===== config.mk =====
export PLATFORM = sky130hd
export DESIGN_NAME = aes_dec_round_scheduler
export DESIGN_NICKNAME = d
export VERILOG_FILES = /design/src/rtl/aes_dec_round_scheduler.sv
export SDC_FILE = /design/constraint.sdc
export NUM_CORES = 2
export LEC_CHECK = 0
export CAP_MARGIN = 20
export CORE_ASPECT_RATIO = 0.8
export CORE_MARGIN = 10
export CORE_UTILIZATION = 45
export CTS_CLUSTER_DIAMETER = 120
export CTS_CLUSTER_SIZE = 24
export DETAILED_ROUTE_END_ITERATION = 7
export HOLD_SLACK_MARGIN = 0.06
export PLACE_DENSITY = 0.67
export SKIP_LAST_GASP = 1
export SYNTH_ARGS = -nofsm -noshare
export SYNTH_HDL_FRONTEND = slang
export SYNTH_SLANG_ARGS = --single-unit

===== constraint.sdc =====
create_clock -name CLK -period 39.4 [get_ports CLK]
set_input_delay 7.88 -clock CLK [delete_from_list [all_inputs] [get_ports CLK]]
set_output_delay 7.88 -clock CLK [all_outputs]
set_load 0.005 [all_outputs]

===== src/rtl/aes_dec_round_scheduler.sv =====
// Iterative AES-128 decryption controller: sequences an external inverse-round
// datapath and an external key-expansion step, holding all 11 round keys locally.
module aes_dec_round_scheduler #(
  parameter int unsigned NR = 10,
  parameter int unsigned KW = 128
) (
  input  logic          CLK,
  input  logic          RST,
  input  logic          KEY_LOAD,
  input  logic [0:KW-1] CIPHER_KEY,
  output logic          KEY_VALID,
  input  logic          IN_VALID,
  output logic          IN_READY,
  input  logic [0:KW-1] ENCRYPTED_DATA,
  output logic          OUT_VALID,
  input  logic          OUT_READY,
  output logic [0:KW-1] ORIGINAL_DECRYPTED_DATA,
  output logic          BUSY,
  output logic [0:KW-1] KS_PREV_KEY,
  output logic [0:31]   KS_RCON,
  input  logic [0:KW-1] KS_NEW_KEY,
  output logic [0:KW-1] RD_STATE,
  output logic [0:KW-1] RD_KEY,
  output logic          RD_FINAL,
  input  logic [0:KW-1] RD_RESULT
);

  localparam int unsigned CW = 4;
  localparam int unsigned RCW = 32;

  if (NR != 10 || KW != 128) begin : g_cfg_check
    $error("aes_dec_round_scheduler supports only AES-128 (NR=10, KW=128)");
  end

  typedef enum logic [2:0] {
    S_IDLE,
    S_KEXP,
    S_READY,
    S_ROUND,
    S_DONE
  } state_t;

  state_t        state;
  logic [CW-1:0] kidx;
  logic [CW-1:0] rnd;
  logic [0:KW-1] data_q;
  logic [0:KW-1] rk [0:NR];
  logic          key_start_c;

  // Key load is honoured in IDLE, or in READY only when no block is offered.
  assign key_start_c = !RST && KEY_LOAD &&
                       ((state == S_IDLE) || ((state == S_READY) && !IN_VALID));

  function automatic logic [7:0] rcon_byte(input logic [CW-1:0] i);
    logic [7:0] v;
    v = 8'h00;
    case (i)
      4'd1:    v = 8'h01;
      4'd2:    v = 8'h02;
      4'd3:    v = 8'h04;
      4'd4:    v = 8'h08;
      4'd5:    v = 8'h10;
      4'd6:    v = 8'h20;
      4'd7:    v = 8'h40;
      4'd8:    v = 8'h80;
      4'd9:    v = 8'h1b;
      4'd10:   v = 8'h36;
      default: v = 8'h00;
    endcase
    return v;
  endfunction

  // Round key store; never reset, validity is tracked by KEY_VALID.
  always_ff @(posedge CLK) begin
    if (key_start_c) begin
      rk[0] <= CIPHER_KEY;
    end else if (!RST && state == S_KEXP) begin
      rk[kidx] <= KS_NEW_KEY;
    end
  end

  always_ff @(posedge CLK) begin
    if (RST) begin
      state                   <= S_IDLE;
      kidx                    <= '0;
      rnd                     <= '0;
      data_q                  <= '0;
      ORIGINAL_DECRYPTED_DATA <= '0;
      KEY_VALID               <= 1'b0;
      IN_READY                <= 1'b0;
      OUT_VALID               <= 1'b0;
      BUSY                    <= 1'b0;
    end else begin
      case (state)
        S_IDLE: begin
          if (key_start_c) begin
            kidx      <= CW'(1);
            KEY_VALID <= 1'b0;
            BUSY      <= 1'b1;
            state     <= S_KEXP;
          end
        end
        S_KEXP: begin
          if (kidx == CW'(NR)) begin
            KEY_VALID <= 1'b1;
            IN_READY  <= 1'b1;
            BUSY      <= 1'b0;
            state     <= S_READY;
          end else begin
            kidx <= kidx + CW'(1);
          end
        end
        S_READY: begin
          if (IN_VALID) begin
            data_q   <= ENCRYPTED_DATA ^ rk[NR];
            rnd      <= CW'(NR - 1);
            IN_READY <= 1'b0;
            BUSY     <= 1'b1;
            state    <= S_ROUND;
          end else if (key_start_c) begin
            kidx      <= CW'(1);
            KEY_VALID <= 1'b0;
            IN_READY  <= 1'b0;
            BUSY      <= 1'b1;
            state     <= S_KEXP;
          end
        end
        S_ROUND: begin
          data_q <= RD_RESULT;
          if (rnd == '0) begin
            ORIGINAL_DECRYPTED_DATA <= RD_RESULT;
            OUT_VALID               <= 1'b1;
            BUSY                    <= 1'b0;
            state                   <= S_DONE;
          end else begin
            rnd <= rnd - CW'(1);
          end
        end
        S_DONE: begin
          if (OUT_READY) begin
            OUT_VALID <= 1'b0;
            IN_READY  <= 1'b1;
            state     <= S_READY;
          end
        end
        default: state <= S_IDLE;
      endcase
    end
  end

  // Shared-datapath operands; forced to zero when the owning phase is inactive.
  always_comb begin
    KS_PREV_KEY = '0;
    KS_RCON     = '0;
    RD_STATE    = '0;
    RD_KEY      = '0;
    RD_FINAL    = 1'b0;
    if (state == S_KEXP) begin
      KS_PREV_KEY = rk[kidx - CW'(1)];
      KS_RCON     = {rcon_byte(kidx), (RCW - 8)'(0)};
    end
    if (state == S_ROUND) begin
      RD_STATE = data_q;
      RD_KEY   = rk[rnd];
      RD_FINAL = (rnd == '0);
    end
  end

endmodule

Word-level counts from Yosys, hierarchy flattened
Memories as Yosys holds them, arrays and structs flattened. A register that Yosys moved wholly into a read port is not among the register bits.
Index checks and enable logic that the tools add are counted.

cells by class
  bitwise gates (word level) = 1
  reductions and logical operators = 24
  multipliers = 0
  multiplexer cells = 48
  equality and inequality tests = 13
  $add $sub $neg = 3
  order comparisons = 0
  div/mod/pow operators = 0
  shifts and indexed selects = 0

operator list
  operator                                                               number
  128-bit 2-to-1 mux                                                     5
  128-bit case mux with 2 select lines                                   1
  128-bit OR reduction                                                   1
  128-bit bitwise XOR                                                    1
  4-bit 2-to-1 mux                                                       10
  32-bit 2-to-1 mux                                                      1
  1-bit 2-to-1 mux                                                       19
  3-bit AND reduction                                                    6
  3-bit 2-to-1 mux                                                       5
  3-bit case mux with 5 select lines                                     1
  2-bit != test, second input constant                                   6
  4-bit case mux with 3 select lines                                     1
  4-bit case mux with 2 select lines                                     1
  4-bit by 1-bit subtractor with 4-bit output, second input constant     2
  3-bit by 2-bit equality test with 1-bit output, second input constant  2
  1-bit case mux with 3 select lines                                     2
  3-bit nonzero test                                                     2
  4-bit by 1-bit adder with 4-bit output, second input constant          1
  4-bit equality test, second input constant                             1
  1-bit logical AND                                                      4
  4-bit logical NOT                                                      1
  1-bit case mux with 4 select lines                                     1
  2-bit AND reduction                                                    2
  4-bit AND reduction                                                    1
  other kinds (10)                                                       12

storage, ports and cells
  memory bits (read-only) = 128
  register bits = 271
  output and inout port bits = 549
  memories = 2
  input port bits = 517
  bits in latches = 0
  RAM bits = 1408
  word-level logic and storage cells = 100

memory list
  name             words  bits a word  read ports  clocked after Yosys merged registers in  write ports  line  text
  rk               11     128          3           1                                        1            47    logic [0:KW-1] rk [0:NR];
  (no name shown)  16     8            1           1                                        0            57    case (i)

Depth between registers and ports, before layout
  depth in word-level cells = 9
  depth in mapped cells = 14
  depth with buffers taken out = 10

Least setup slack after synthesis
OpenSTA, ideal clock, no wires.

  kind = input port to flip-flop
  from = in RST
  to = mem rk[5][0] (netlist bit) (enable)
  library setup time = 0.772 ns
  cell stages on the path = 5
  path slack = 21.325 ns
  buffers on the path = 2
  arrival = 17.304 ns
  data required time = 38.628 ns
  cell sequence = buf_2 nor2_1 buf_2 nand2_1 nor3_1

between the ends
  cells in the longest elaborated chain, start to end = 7
  elaborated cells on any way between the ends = 12
  those cells by class = 7 x mux; 5 x reduce/logical

RTL lines
  what                                                                   line    text
  start: declaration                                                     8       input logic RST,
  1-bit logical NOT (*)                                                  51, 77
  1-bit logical AND (on tied branches)                                   77, 51
  1-bit 2-to-1 mux / 1-bit logical AND (equally long branches)           77, 51
  1-bit 2-to-1 mux                                                       75      if (key_start_c) begin
  1-bit 2-to-1 mux (not written as such)                                 78      rk[kidx] <= KS_NEW_KEY;
  128-bit OR reduction (no line)                                         n/a
  4-bit 2-to-1 mux (no line) / 1-bit 2-to-1 mux (equally long branches)  n/a
  end: declaration                                                       47

Every way passes the cells marked *; elsewhere a longest branch is shown, timed or not.

Final worst setup path
  from = reg kidx[0]
  to = out KS_PREV_KEY[121] (netlist bit)

between the ends
  cells in the longest elaborated chain, start to end = 3

RTL lines
  what                                         line  text
  start: declaration                           44    logic [CW-1:0] kidx;
  start signal: assignment                     110   kidx <= kidx + CW'(1);
  4-bit by 1-bit subtractor with 4-bit output  159   KS_PREV_KEY = rk[kidx - CW'(1)];
  memory 11 x 128 bit                          n/a
  128-bit 2-to-1 mux                           158   if (state == S_KEXP) begin
  end: declaration                             19    output logic [0:KW-1] KS_PREV_KEY,

Every way passes these cells.

==> qor.csv <==
stage;metric;value;unit
clock_network;maximum buffer depth of the clock tree;3;
sta;RSZ-0062 raised after global routing;no;
routing;routed vias/inst;6.11;
critical_path;R2R cell count;9;
critical_path;critical path required time;31.52;ns
die;CORE AREA;177000;sq um
die;Initial Utilization;0.453;
logic_synthesis;Unique masters post-synth;58;
clock_network;setup bufs post-CTS;0;
logic_synthesis;cell count after synthesis;5807;
logic_synthesis;ys async rst share;0;
placed_design;port bufs;1041;
critical_path;crit path buf inv count;4;
critical_path;CP max stage cell;a211oi_1;
hold_path;Hold Path Depth;2;
clock_network;htree depth;3;
clock_network;CTS tree;built;
critical_path;Worst Setup End Kind;primary output;
die;Die Wd;492;microns
sta;Fin. Hold Viols;0;
critical_path;Worst Path Max Fanout;102;
clock_network;post-cts sizing count;0;
outcome;outcome;completed;
pwr;Max VDD drop;37.2;uV
critical_path;Setup Crit Path Kind;flip-flop to primary output;
cells_and_area;layout cells sized above 1;0.114;
critical_path;Crit path top cell by count;buf_4;
global_routing;Remaining Overflow, GRT;0;
die;Rows;138;
die;die height;398;microns
global_routing;met1 Resource Use GR;0.348;
critical_path;R2R Path End;rk[2][11];
logic_synthesis;Synth Area in Simple Gates;0.0791;
routing;Remaining DRCs;0;
routing;routed len/inst;29.7;microns
clock_network;CTS root buffer;clkbuf_16;
logic_synthesis;Compound-Gate Fraction of Synth Area;0.0838;
clock_network;number of CTS-inserted buffers;80;
pwr;static leakage;30.5;nW
logic_synthesis;fraction of synthesized cell area in xor and xnor cells;0.0144;
sta;f_max;70.5;MHz
logic_synthesis;post-synth top area share;0.526;
cells_and_area;final-layout fill cell count;14584;
cells_and_area;nets@finish;7070;
pwr;pwr dens;39.0;nW/um^2
sta;Setup TNS;0;ns
routing;DR iter-0 viols;5797;
sta;worst-margin pin slew;1.25;ns
sta;minimum clock period;14.19;ns
die;Die Area;196000;sq um
placed_design;placed cells;8842;
placed_design;Final HPWL DP;173000;microns
logic_synthesis;Cell Area, Synth;80300;sq um
global_routing;met2 usage;0.438;
hold_path;Hold Path Origin;data_q[97];
global_routing;initial antenna violation count;11;
global_routing;vias in the first global route;54245;
logic_synthesis;Synth warnings;0;
sta;Slew HR;0.165;
hold_path;worst min-delay path category;flip-flop to flip-flop;
critical_path;CP Cell Sequence;buf_4 -> buf_4 -> buf_12 -> mux4_2 -> mux2i_1 -> a211oi_1 -> clkdlybuf4s50_1;
logic_synthesis;cell accounting for the most synthesized area;edfxtp_1;
run;Max-cap violations;0;
global_routing;gr busiest metal;met2;
logic_synthesis;top cells by area, synth;edfxtp_1 53%, mux4_2 14%, dfxtp_1 7.1%;
logic_synthesis;largest family of logic cells by synthesized area;multiplexers;
critical_path;slowest stage delay, CP;1.04;ns
clock_network;CTS sink count;1691;
placed_design;RePlAce Congestion;0.880;
critical_path;kind of cell adding the most delay to the critical path;buffers and inverters;
cells_and_area;P&R area growth vs syn;17.9;%
logic_synthesis;Seq/Total Area, Yosys;0.597;
sta;Tcrit/Tclk final;0.360;
critical_path;reg2reg setup slack;33.94;ns
clock_network;Clock Latency Late Sink;0.75;ns
logic_synthesis;Synth Area per Inst;13.8;sq um
clock_network;Post-CTS Hold Fix Bufs;0;
routing;Vias;54941;
sta;Setup Skew;0.0222;ns
logic_synthesis;Post-synth EDFFs;1408;
routing;DRT antenna net count;0;
critical_path;Critical Path AT;6.31;ns
die;io pins;1066;
global_routing;largest net degree at the start of global routing;146;
logic_synthesis;count of state elements after synthesis;1691;
global_routing;global-route wire length before repair;384000;microns
critical_path;CP Launch Type;flip-flop;
logic_synthesis;Adder-Cell Fraction of Synth Area;0.00140;
hold_path;Hold Path Sink;data_q[97];
global_routing;Total Routing Usage GR;0.261;
sta;Final Max Tran Viols;0;
global_routing;met3 Usage GRT;0.0468;
logic_synthesis;Synth Flop Type;edfxtp_1;
cells_and_area;Final Non-Filler Cells;8996;
logic_synthesis;multiplexer area fraction after synthesis;0.192;
routing;total wire length;267000;microns
clock_network;Worst-path clk slew;0.10;ns
sta;Finish-stage setup viols;0;
critical_path;worst r2r src;state[0];
routing;Initial DRT Pass Iterations;6;
[cells in the mapped netlist, drive strengths merged, types with 3 or more instances]
| cell | number |
|---|---|
| inv | 9 |
| a21oi | 524 |
| nor3b | 4 |
| dfxtp | 283 |
| and3 | 128 |
| xor2 | 130 |
| buf | 286 |
| nor3 | 14 |
| mux2i | 384 |
| mux4 | 512 |
| ha | 9 |
| nand2 | 778 |
| nor2b | 132 |
| o21ai | 4 |
| and2 | 9 |
| edfxtp | 1408 |
| nand3 | 4 |
| a31oi | 3 |
| a211oi | 391 |
| nor2 | 401 |
| a22oi | 128 |
| nand2b | 7 |
| clkbuf | 232 |
[final cells by class]
| cell class | instances | area, sq um | area share |
|---|---|---|---|
| Sequential cell | 1691 | 48000 | 0.506 |
| Multi-Input combinational cell | 3612 | 30000 | 0.317 |
| Timing Repair Buffer | 1150 | 11400 | 0.120 |
| Tap cell | 2380 | 2980 | 0.0314 |
| Clock buffer | 140 | 2230 | 0.0235 |
| Clock inverter | 9 | 119 | 0.00125 |
| Inverter | 9 | 38.8 | 0.000409 |
| Antenna cell | 5 | 12.5 | 0.000132 |
[cells by family after synthesis]
| logic type | Yosys count |
|---|---|
| AOI/OAI and AO/OA | 1064 |
| xor gates and xnor gates | 131 |
| adders and majority gates | 9 |
| buffers and inverters | 527 |
| DFF | 1691 |
| muxes | 898 |
| other | 1 |
| and+or+nand+nor | 1486 |
[worst max-delay path by stage]
stage / cells after the start / endpoint / slack [ns] / from
after floorplan: 5 / rk[5][0] / 21.32 / RST
after global placement: 7 / KS_PREV_KEY[121] / 26.00 / kidx[0]
after detailed placement: 7 / KS_PREV_KEY[121] / 26.01 / kidx[0]
after CTS: 7 / KS_PREV_KEY[121] / 25.14 / kidx[0]
after global routing: 7 / KS_PREV_KEY[124] / 24.93 / kidx[0]
final: 7 / KS_PREV_KEY[121] / 25.21 / kidx[0]
[worst min-delay path, delay by kind of cell (launching register included)]
kind               cells  cell delay, ns
and+or+nand+nor        1            0.05
DFF                    1            0.32
AOI/OAI and AO/OA      1            0.05
[placed cells by master, fill, tap and decap left out, types with 2 or more instances in the layout]
cell,synthesis,layout
clkbuf_1,230,60
xor2_1,130,129
nor2_1,401,396
o21ai_0,4,4
a211oi_1,389,389
mux2i_1,384,384
clkdlybuf4s50_1,0,1040
nand2b_1,5,3
nor2_4,0,5
nand2b_4,1,3
o31a_1,2,2
clkbuf_16,0,80
and3_1,128,128
nor3_2,0,8
ha_1,9,8
and2_1,8,8
inv_6,0,7
mux4_2,512,512
nor2b_1,132,131
nand2_1,778,777
nor3_1,14,6
a22oi_1,128,128
conb_1,1,24
mux2_2,2,2
dfxtp_1,283,277
edfxtp_1,1408,1408
inv_1,8,8
a21oi_1,523,522
buf_12,0,11
a31oi_1,3,3
nor3b_1,3,3
nand3b_1,2,2
or3_1,2,2
nand3_1,4,4
buf_4,86,98
diode_2,0,5
dfxtp_4,0,6
[report_power, final]
group	switching (mW)	internal, mW	leakage, nW
Combinational	0.407	0.300	14.3
Clock	0.574	0.400	1.11
Sequential	0.0202	1.99	15.0
[metrics by stage]
stage / setup WS (ns) / util / total power, mW / hold WS (ns) / instance area [sq um]
floorplan: 21.32 / - / 2.48 / 0.432 / 80400
global placement: 26.00 / 0.521 / 2.75 / 0.438 / 92400
detailed placement: 26.01 / 0.521 / 2.76 / 0.442 / 92400
CTS: 25.14 / 0.535 / 3.71 / 0.456 / 94700
global route: 24.93 / 0.535 / 3.82 / 0.468 / 94700
finish: 25.21 / 0.535 / 3.69 / 0.453 / 94700
[sequential cells by signal, indices dropped and copies added, names as in the netlist, 3 cells and up, named ones only]
register	flops
rk	1408
ORIGINAL_DECRYPTED_DATA	128
data_q	128
kidx	4
rnd	4
state	3
[layer usage]
metal / share of wire / wire [microns]
met1: 0.40 / 106000
met2: 0.49 / 132000
met3: 0.078 / 20700
met4: 0.032 / 8580
met5: 0.000049 / 13
No activity file was read; power rests on OpenSTA's default activity.
